==> src/rtl/xor_accum_pkg.sv <==
// Shared constants for the XOR accumulate unit.
//   mode_e      : beat mode encoding (MODE_BEAT / MODE_ACCUM)
//   DEF_WIDTH   : default channel / result width
//   DEF_NCH     : default number of channels XORed per beat
//   DEF_CNT_W   : default beat counter width
package xor_accum_pkg;

    typedef enum logic {
        MODE_BEAT  = 1'b0,
        MODE_ACCUM = 1'b1
    } mode_e;

    localparam int DEF_WIDTH = 8;
    localparam int DEF_NCH   = 2;
    localparam int DEF_CNT_W = 2;

endpackage

==> src/rtl/xor_reduce_nch.sv <==
// Combinational XOR of NCH packed channels into one WIDTH-bit word.
//   data_i   : NCH*WIDTH bits, channel k at [k*WIDTH +: WIDTH]
//   beat_x_o : bitwise XOR of all channels
module xor_reduce_nch #(
    parameter int WIDTH = 8,
    parameter int NCH   = 2
) (
    input  logic [NCH*WIDTH-1:0] data_i,
    output logic [WIDTH-1:0]     beat_x_o
);

    always_comb begin
        beat_x_o = '0;
        for (int k = 0; k < NCH; k++) begin
            beat_x_o = beat_x_o ^ data_i[k*WIDTH +: WIDTH];
        end
    end

endmodule

==> src/rtl/xor_accum_unit.sv <==
// XOR accumulate unit: XORs NCH channels per beat and either emits the
// result per beat (MODE_BEAT) or folds a whole frame into one result
// (MODE_ACCUM, closed by in_last). One-entry output register with
// valid/ready handshake on both sides.
//   clk, rst                      : clock, async active-high reset
//   in_valid/in_ready             : input beat handshake
//   in_data, in_last, mode        : beat payload, frame end, mode select
//   out_valid/out_ready           : result handshake
//   out_data, out_parity          : result and its reduction XOR
//   beat_cnt                      : accepted beats modulo 2^CNT_W
module xor_accum_unit
    import xor_accum_pkg::*;
#(
    parameter int WIDTH = DEF_WIDTH,
    parameter int NCH   = DEF_NCH,
    parameter int CNT_W = DEF_CNT_W
) (
    input  logic                 clk,
    input  logic                 rst,
    input  logic                 in_valid,
    output logic                 in_ready,
    input  logic [NCH*WIDTH-1:0] in_data,
    input  logic                 in_last,
    input  logic                 mode,
    output logic                 out_valid,
    input  logic                 out_ready,
    output logic [WIDTH-1:0]     out_data,
    output logic                 out_parity,
    output logic [CNT_W-1:0]     beat_cnt
);

    logic [WIDTH-1:0] beat_x;
    logic             accept;
    mode_e            eff_mode;

    logic             out_valid_q, out_valid_d;
    logic [WIDTH-1:0] out_data_q,  out_data_d;
    logic [CNT_W-1:0] beat_cnt_q,  beat_cnt_d;
    logic [WIDTH-1:0] acc_q,       acc_d;
    // Latched frame mode: MODE_ACCUM only while an accumulate frame is open,
    // so it doubles as the "frame in progress" flag.
    mode_e            mode_q,      mode_d;

    xor_reduce_nch #(
        .WIDTH (WIDTH),
        .NCH   (NCH)
    ) u_reduce (
        .data_i   (in_data),
        .beat_x_o (beat_x)
    );

    assign in_ready = !out_valid_q || out_ready;
    assign accept   = in_valid && in_ready;
    // Mid-frame mode changes are ignored: an open frame keeps its mode.
    assign eff_mode = (mode_q == MODE_ACCUM) ? MODE_ACCUM : mode_e'(mode);

    always_comb begin
        out_data_d  = out_data_q;
        beat_cnt_d  = beat_cnt_q;
        acc_d       = acc_q;
        mode_d      = mode_q;
        out_valid_d = out_valid_q && !out_ready;
        if (accept) begin
            beat_cnt_d = beat_cnt_q + CNT_W'(1);
            if (eff_mode == MODE_BEAT) begin
                out_data_d  = beat_x;
                out_valid_d = 1'b1;
            end else if (in_last) begin
                out_data_d  = acc_q ^ beat_x;
                out_valid_d = 1'b1;
                acc_d       = '0;
                mode_d      = MODE_BEAT;
            end else begin
                acc_d  = acc_q ^ beat_x;
                mode_d = MODE_ACCUM;
            end
        end
    end

    always_ff @(posedge clk or posedge rst) begin
        if (rst) begin
            out_valid_q <= 1'b0;
            out_data_q  <= '0;
            beat_cnt_q  <= '0;
            acc_q       <= '0;
            mode_q      <= MODE_BEAT;
        end else begin
            out_valid_q <= out_valid_d;
            out_data_q  <= out_data_d;
            beat_cnt_q  <= beat_cnt_d;
            acc_q       <= acc_d;
            mode_q      <= mode_d;
        end
    end

    assign out_valid  = out_valid_q;
    assign out_data   = out_data_q;
    assign out_parity = ^out_data_q;
    assign beat_cnt   = beat_cnt_q;

endmodule

==> config.mk <==
export PLATFORM = sky130hd
export DESIGN_NAME = xor_accum_unit
export DESIGN_NICKNAME = d
export VERILOG_FILES = /design/src/rtl/xor_accum_pkg.sv /design/src/rtl/xor_reduce_nch.sv /design/src/rtl/xor_accum_unit.sv
export SDC_FILE = /design/constraint.sdc
export NUM_CORES = 1
export LEC_CHECK = 0
export CORE_ASPECT_RATIO = 1.75
export CORE_MARGIN = 2
export CORE_UTILIZATION = 49
export DETAILED_ROUTE_END_ITERATION = 7
export PLACE_DENSITY = 0.92
export RECOVER_POWER = 50
export SLEW_MARGIN = 20
export SYNTH_ARGS = -nofsm -noshare
export SYNTH_HDL_FRONTEND = slang
export SYNTH_HIERARCHICAL = 1
export SYNTH_SLANG_ARGS = --single-unit
==> constraint.sdc <==
create_clock -name clk -period 3.8 [get_ports clk]
set_input_delay 0.38 -clock clk [delete_from_list [all_inputs] [get_ports clk]]
set_output_delay 0.38 -clock clk [all_outputs]
set_load 0.02 [all_outputs]
# Word-level counts from Yosys, hierarchy flattened

Index checks and enable logic that the tools add are counted.

Add/sub/neg operators: 1
Multipliers: 0
Divide/modulo/power cells: 0
Magnitude comparators: 0
Equality and inequality tests: 1
Shift-type cells: 0
Muxes and demuxes: 8
Bitwise operators: 2
Reduce and logical (&&, ||, !) cells: 8

Operator list:

| operator                                     | count |
|---|---|
| two-way mux 8 bit                            | 3 |
| bitwise XOR 8 bit                            | 2 |
| XOR reduction 8 bit                          | 1 |
| two-way mux 1 bit                            | 5 |
| AND reduction 2 bit                          | 2 |
| adder 2 x 1 -> 2 bit (second input constant) | 1 |
| logical AND 1 bit                            | 2 |
| zero test 1 bit                              | 2 |
| != test 2 bit (second input constant)        | 1 |
| logical OR 1 bit                             | 1 |

Register bits after elaboration: 20
Latch bits: 0
Memory bits (writable): 0
Bits in read-only memories: 0
Bits of input ports: 22
Logic and storage cells: 25
Memories kept: 0

# Depth between registers and ports, before layout

Gate-level depths: netlist of the first run.

Depth after elaboration: 5
Gate-level depth with buffers: 5
Gate-level depth less buffers: 3

# By module

The synthesis of the first run kept the hierarchy.

Modules (own cells, without submodules):

| module         | instances | cells an instance | area each (um2) | sequential area each (um2) |
|---|---|---|---|---|
| xor_accum_unit | 1         | 93                | 1086.0          | 500.5 |
| xor_reduce_nch | 1         | 8                 | 70.1            | 0.0 |

# Worst setup path after synthesis of the first run

OpenSTA, ideal clock, no wires.

Path type: register to output
From: register out_data_q[4], in the netlist out_data[4]
To: output port out_parity
Data arrival time: 1.191 ns
Required time: 3.420 ns
Path slack: 2.229 ns
Stages on the path, launching flop included: 4
Cell sequence: dfrtp_1 -> xor2_1 -> xnor2_1 -> xnor2_1

Longest elaborated chain between the ends: 1

Ends and longest elaborated chain:

| element                  | RTL line             | source |
|---|---|---|
| start: declaration       | xor_accum_unit.sv:37 | `logic [WIDTH-1:0] out_data_q, out_data_d;` |
| start signal: assignment | xor_accum_unit.sv:89 | `out_data_q <= out_data_d;` |
| XOR reduction 8 bit      | xor_accum_unit.sv:98 | `assign out_parity = ^out_data_q;` |
| end: declaration         | xor_accum_unit.sv:28 | `output logic out_parity,` |

Every way passes these cells.

# Worst setup path after layout of the first run

From: input port out_ready
To: output port in_ready

Longest elaborated chain between the ends: 1

Ends and longest elaborated chain:

| element            | RTL line             | source |
|---|---|---|
| start: declaration | xor_accum_unit.sv:26 | `input logic out_ready,` |
| logical OR 1 bit   | xor_accum_unit.sv:52 | `assign in_ready = !out_valid_q \|\| out_ready;` |
| end: declaration   | xor_accum_unit.sv:21 | `output logic in_ready,` |

Every way passes these cells.

==> results of run 1 <==
==> state kept, by name, indices dropped and copies added, names as in the netlist <==
signal     count
acc_q          8
out_data       8
beat_cnt       2
mode_q         1
out_valid      1
==> layer usage <==
| metal | wire (µm) | track usage |
|---|---|---|
| met5 | 0 | 0 |
| met1 | 883 | 0.2390 |
| met3 | 87 | 0.02922 |
| met4 | 54 | 0.1000 |
| met2 | 1323 | 0.3552 |
==> cell usage after synthesis <==
master	n	area share
nand3_1	1	0.0043
nand2b_1	9	0.049
inv_1	1	0.0032
o21ai_0	8	0.035
o2bb2ai_1	8	0.061
buf_4	2	0.013
o211ai_4	1	0.018
or2_1	1	0.0054
mux2_2	8	0.078
xnor2_1	15	0.11
dfrtp_1	20	0.43
nor2_2	1	0.0054
buf_2	4	0.017
nand4b_2	1	0.013
and2_1	1	0.0054
o2111ai_1	8	0.061
o21a_1	1	0.0065
nand2_1	1	0.0032
xor2_1	10	0.076
==> worst paths after layout <==
path	end
max	in_ready
max reg2reg	out_data[6]
min in group asynchronous	beat_cnt[1]
min reg2reg	beat_cnt[1]
max in group asynchronous	beat_cnt[0]
min	beat_cnt[1]
==> layout make-up <==
cell class | count | area share
Inverter | 1 | 0.002469
Tap cell | 25 | 0.02058
Timing Repair Buffer | 34 | 0.2239
Sequential cell | 20 | 0.3292
Multi-Input combinational cell | 74 | 0.3967
Clock buffer | 3 | 0.02716
==> critical path, cell delays in order <==
cell and delay [ns]:
dlygate4sd3_1 0.53, nand2b_1 0.47, clkdlybuf4s50_1 0.72
==> placed cells by master, fill, tap and decap left out <==
master           synthesis  routed
and2_0                   0       1
o211ai_1                 0       1
dfrtp_1                 20      20
mux2_2                   8       8
nor2_2                   1       1
nand2b_1                 9       9
nand3_1                  1       1
xor2_1                  10      10
dlygate4sd3_1            0       5
o21a_1                   1       1
inv_1                    1       1
clkbuf_8                 0       3
o2bb2ai_1                8       8
clkdlybuf4s50_1          0      29
xnor2_1                 15      15
nand4b_2                 1       1
o2111ai_1                8       8
or2_1                    1       1
o21ai_0                  8       8
nand2_1                  1       1
==> report_power, final <==
| group | leakage, nW | switching [mW] | internal [mW] | total [mW] |
|---|---|---|---|---|
| sequential | 0.245 | 0.0635 | 0.289 | 0.353 |
| clock | 0.0216 | 0.0672 | 0.0707 | 0.138 |
| combinational | 0.325 | 0.279 | 0.334 | 0.612 |
| total | 0.591 | 0.409 | 0.693 | 1.10 |
==> cell families after synthesis <==
| family | after synthesis |
|---|---|
| AO/OA/AOI/OAI | 26 |
| XOR/XNOR | 25 |
| flip-flops | 20 |
| AND/OR/NAND/NOR | 15 |
| multiplexers | 8 |
| buffers and inverters | 7 |
==> stage by stage <==
step                      setup WS, ns  utilization  hold slack, ns  cell area [µm²]
after global placement           1.406       0.6566          0.4589             1493
after CTS                        1.366       0.6747          0.4912             1534
after detailed placement         1.384       0.6566          0.4776             1493
after floorplan                  2.229            -          0.3438             1156
after global routing             1.309       0.6687          0.4947             1520
final                            1.324       0.6687          0.4808             1520
==> metrics.yaml, run 1 <==
outcome:
  outcome: "finished clean"
sta:
  rsz0062_at_grt: "no"
  hold_violations: 0
  max_freq_mhz: 403.8
  finalCritPeriodShare: 0.6517
  drv_slew: 0
  setup_viol: 0
  post-route-min-period_ns: 2.476
  fin_worst_skew_ns: 0.003179
  slew_headroom: 0.4159
  finalSetupTns_ns: 0
  max_slew.worst_pin.slew_ns: 0.8723
worst_hold_path:
  hold_path.startpoint: "beat_cnt[1]"
  holdPathStages: 1
  hold_class: "flop to flop"
floorplan:
  die_area_um2: 2779
  rows: 23
  core_um2: 2273
  die_y_um: 68.26
  design.portCount: 35
  die_width_um: 40.72
  start_util: 0.5085
clock_tree:
  clockBufferDepth: 2
  postCtsSetupBuffers: 0
  cts_resized: 0
  cts_buffers: 3
  cts-root-buf: "clkbuf_8"
  cts_sinks: 20
  cts_hold_buffers: 0
  h-tree-depth: 1
  cts.clk_slew.worst_paths_ns: 0.07
  clock_insertion_delay_worst_skew_ns: 0.26
  cts_tree: "done"
synthesis:
  yosysWarnings: 6
  synthAdderAreaFrac: 0
  yosys.area_share.simple: 0.08550
  synth_seq_cells: 20
  syn_inst: 101
  synth_area_per_cell_um2: 11.45
  yosys.cell_types.count: 19
  synth_top_family_by_area: "XOR/XNOR gates"
  synth_xor_area_frac: 0.1894
  synth_mux_area_frac: 0.07792
  synthesis.area_um2: 1156
  synth-compound-area-share: 0.1807
  ys_seq_area_frac: 0.4329
  synthesis.nets: 123
placed_design:
  dp.final_hpwl_mm: 1.818
  gp_congestion: 0.7577
  port_buffers: 34
  dpl.cell_count: 154
critical_path:
  r2r_start: "mode_q"
  endpoint_kind: "primary output"
  cp.arrival_ns: 2.10
  critical_path.startpoint: "out_ready"
  worst_setup_path_start_kind: "input pin"
  rr_worst_depth: 3
  path_max_fanout: 14
  cp.required_ns: 3.42
  ff2ff_setup_slack_ns: 1.96
  crit_type: "input pin to primary output"
power:
  ir_worst_vdd_v: 0.0004614
  power.density_nw_per_um2: 725.4
  total_power_mw: 1.103
  p_leak_nw: 0.5912
detailed_routing:
  wire_per_inst_um: 14.96
  num_vias: 906
  drc_errors: 0
  drt_first_pass_iters: 4
  vias_per_cell: 5.771
  drt_first_iter_violations: 13
  postRouteAntennaNets: 0
  totalWireLength_mm: 2.349
global_route:
  antenna_found_initial: 0
  grt_pass1_vias: 878
  grt_util_all_layers: 0.2078
  grt_overflow: 0
  grt_max_degree: 21
  grt_pass1_wl_mm: 3.898
finish:
  seqCellArea_um2: 500.5
  multiInputGateArea_um2: 603.1
  fillCellCount: 181
  syn_to_final_growth_pct: 31.49
  layout.nets: 156
  antennaDiodeCount: 0
  fin_cells: 157
  layout-drive-gt1-share: 0.09848
job:
  drv_cap: 0
Note: power is estimated with default switching activity, not from simulation.
==> inputs of run 2 (changes only) <==
--- a/config.mk
+++ b/config.mk
@@ -7,9 +7,9 @@
 export LEC_CHECK = 0
 export CORE_ASPECT_RATIO = 1.75
 export CORE_MARGIN = 2
-export CORE_UTILIZATION = 49
+export CORE_UTILIZATION = 41
 export DETAILED_ROUTE_END_ITERATION = 7
-export PLACE_DENSITY = 0.92
+export PLACE_DENSITY = 0.83
 export RECOVER_POWER = 50
 export SLEW_MARGIN = 20
 export SYNTH_ARGS = -nofsm -noshare
==> constraint.sdc (replaced) <==
create_clock -name clk -period 2 [get_ports clk]
set_input_delay 0.2 -clock clk [delete_from_list [all_inputs] [get_ports clk]]
set_output_delay 0.2 -clock clk [all_outputs]
set_load 0.02 [all_outputs]
==> run 2 against run 1 <==
Die area rose by 18%. Sequential power rose by 89%. Cell count rose by 5.1%. First-iteration DRC count rose by 69%. Total power rose by 99%. Critical path type is now input pin to flop. Largest cell class unchanged.
==> metrics.yaml, run 2 (synthesis gave the netlist of run 1 again) <==
critical_path:
  critical_path.startpoint: "out_ready"
  cp.arrival_ns: 1.92
  crit_slowest_cell: "clkbuf_1"
  path_max_fanout: 13
  max_stage_delay_ns: 0.51
  cp_cell_sequence: "clkdlybuf4s50_1 -> nand2b_1 -> clkbuf_1 -> o211ai_4 -> mux2_2"
  cp.required_ns: 2.14
  rr_worst_depth: 4
  rr_endpoint: "out_data[1]"
  ff2ff_setup_slack_ns: 0.25
  worstSetupEndpoint: "out_data[1]"
  crit_type: "input pin to flop"
  worst_setup_path_start_kind: "input pin"
  r2r_start: "out_valid"
  endpoint_kind: "flop"
detailed_routing:
  num_vias: 906
  postRouteAntennaNets: 0
  drc_errors: 0
  drt_first_pass_iters: 4
  totalWireLength_mm: 2.352
  wire_per_inst_um: 14.25
  drt_first_iter_violations: 22
  vias_per_cell: 5.491
clock_tree:
  cts_sinks: 20
  cts_tree: "done"
  clockBufferDepth: 2
  cts-root-buf: "clkbuf_8"
  postCtsSetupBuffers: 0
  cts_buffers: 3
  cts.clk_slew.worst_paths_ns: 0.08
  h-tree-depth: 1
  clock_insertion_delay_worst_skew_ns: 0.26
global_route:
  grt_util_all_layers: 0.1611
  grt_overflow: 0
  top_usage_layer: "met2"
  grt_pass1_vias: 872
  grt_pass1_wl_mm: 3.884
  grt_use_met2: 0.2614
  grtUsageMet3: 0.03641
  grtUsageMet1: 0.1897
  antenna_found_initial: 0
  grt_max_degree: 21
finish:
  syn_to_final_growth_pct: 38.31
  fillCellCount: 235
  fin_cells: 165
  layout-drive-gt1-share: 0.1377
  layout.nets: 161
  final_cell_mix: "clkdlybuf4s50_1, dfrtp_1, xnor2_1"
  final_common_cell: "clkdlybuf4s50_1"
  finish.utilization: 0.5944
  antennaDiodeCount: 0
job:
  drv_cap: 0
sta:
  fin_worst_skew_ns: 0.007407
  slew_headroom: 0.4879
  holdWs_ns: 0.4760
  max_freq_mhz: 560.2
  finalSetupTns_ns: 0
  post-route-min-period_ns: 1.785
  drv_slew: 0
  setup_viol: 0
  max_slew.worst_pin.slew_ns: 0.7674
  rsz0062_at_grt: "no"
  hold_violations: 0
  finalCritPeriodShare: 0.8926
floorplan:
  design.portCount: 35
  die_area_um2: 3277
  die_y_um: 74.25
  start_util: 0.4298
  core_um2: 2690
  die_width_um: 44.14
  rows: 25
placed_design:
  dpl.cell_count: 161
  gp_congestion: 0.7845
  dp.final_hpwl_mm: 1.775
  port_buffers: 34
outcome:
  outcome: "finished clean"
power:
  total_power_mw: 2.189
  p_leak_nw: 0.6270
  power.density_nw_per_um2: 1369
  ir_worst_vdd_v: 0.001007
worst_hold_path:
  hold_class: "flop to flop"
## run 2: cell types whose count changed in the layout (fill, tap and decap cells not counted), sizes merged
cell / change
dlygate4sd2: +1
dlygate4sd3: -4
buf: +4
clkdlybuf4s50: +3
bufinv: +1
clkbuf: +1
## run 2: power by group
| part | total, mW | internal [mW] | leakage [nW] | switching [mW] |
|---|---|---|---|---|
| clock network | 0.398 | 0.267 | 0.0357 | 0.131 |
| registers | 0.668 | 0.549 | 0.245 | 0.119 |
| logic | 1.12 | 0.596 | 0.347 | 0.527 |
| total | 2.19 | 1.41 | 0.627 | 0.777 |
## run 2: how the worst min path moves through the flow
stage                      startpoint     endpoint  slack [ns]  depth (start not counted)
final                     beat_cnt[1]  beat_cnt[1]        0.48                          1
after global routing      beat_cnt[1]  beat_cnt[1]        0.50                          1
after CTS                         rst  out_data[6]        0.40                          2
after detailed placement  beat_cnt[1]  beat_cnt[1]        0.47                          1
after global placement    beat_cnt[1]  beat_cnt[1]        0.46                          1
after floorplan                   rst     acc_q[0]        0.16                          1
## run 2: what timing repair did
action / in CTS / in global routing
gates resized for setup: 1 / 0
hold buffers: 0 / 0
endpoints found under the setup margin: 1 / 0
## run 2: metal layers
layer  up-vias  routed length, µm
li1        436                  -
met1       439                924
met2        26               1298
met3         5                 91
met4         0                 38
met5         -                  0
## run 2: cell type report
class,count,area [µm²],area share
sequential,20,500.5,0.3130
clock buffer,3,41.29,0.02582
tap,27,33.78,0.02113
inverter,1,3.754,0.002347
multi-input combinational,74,616.8,0.3858
timing repair buffer,39,372.9,0.2332
clock inverter,1,30.03,0.01878
## run 2: critical path, delay by kind of cell
| kind | cells | cell delay [ns] |
|---|---|---|
| and+or+nand+nor | 1 | 0.16 |
| muxes | 1 | 0.33 |
| buffers and inverters | 2 | 0.96 |
| AOI/OAI and AO/OA | 1 | 0.27 |
## run 2: stage by stage
stage               cell area (µm²)  setup WS, ns
floorplan                      1156        0.6088
global placement               1533        0.2679
detailed placement             1533        0.2590
CTS                            1603        0.2453
global route                   1599        0.1147
finish                         1599        0.2148
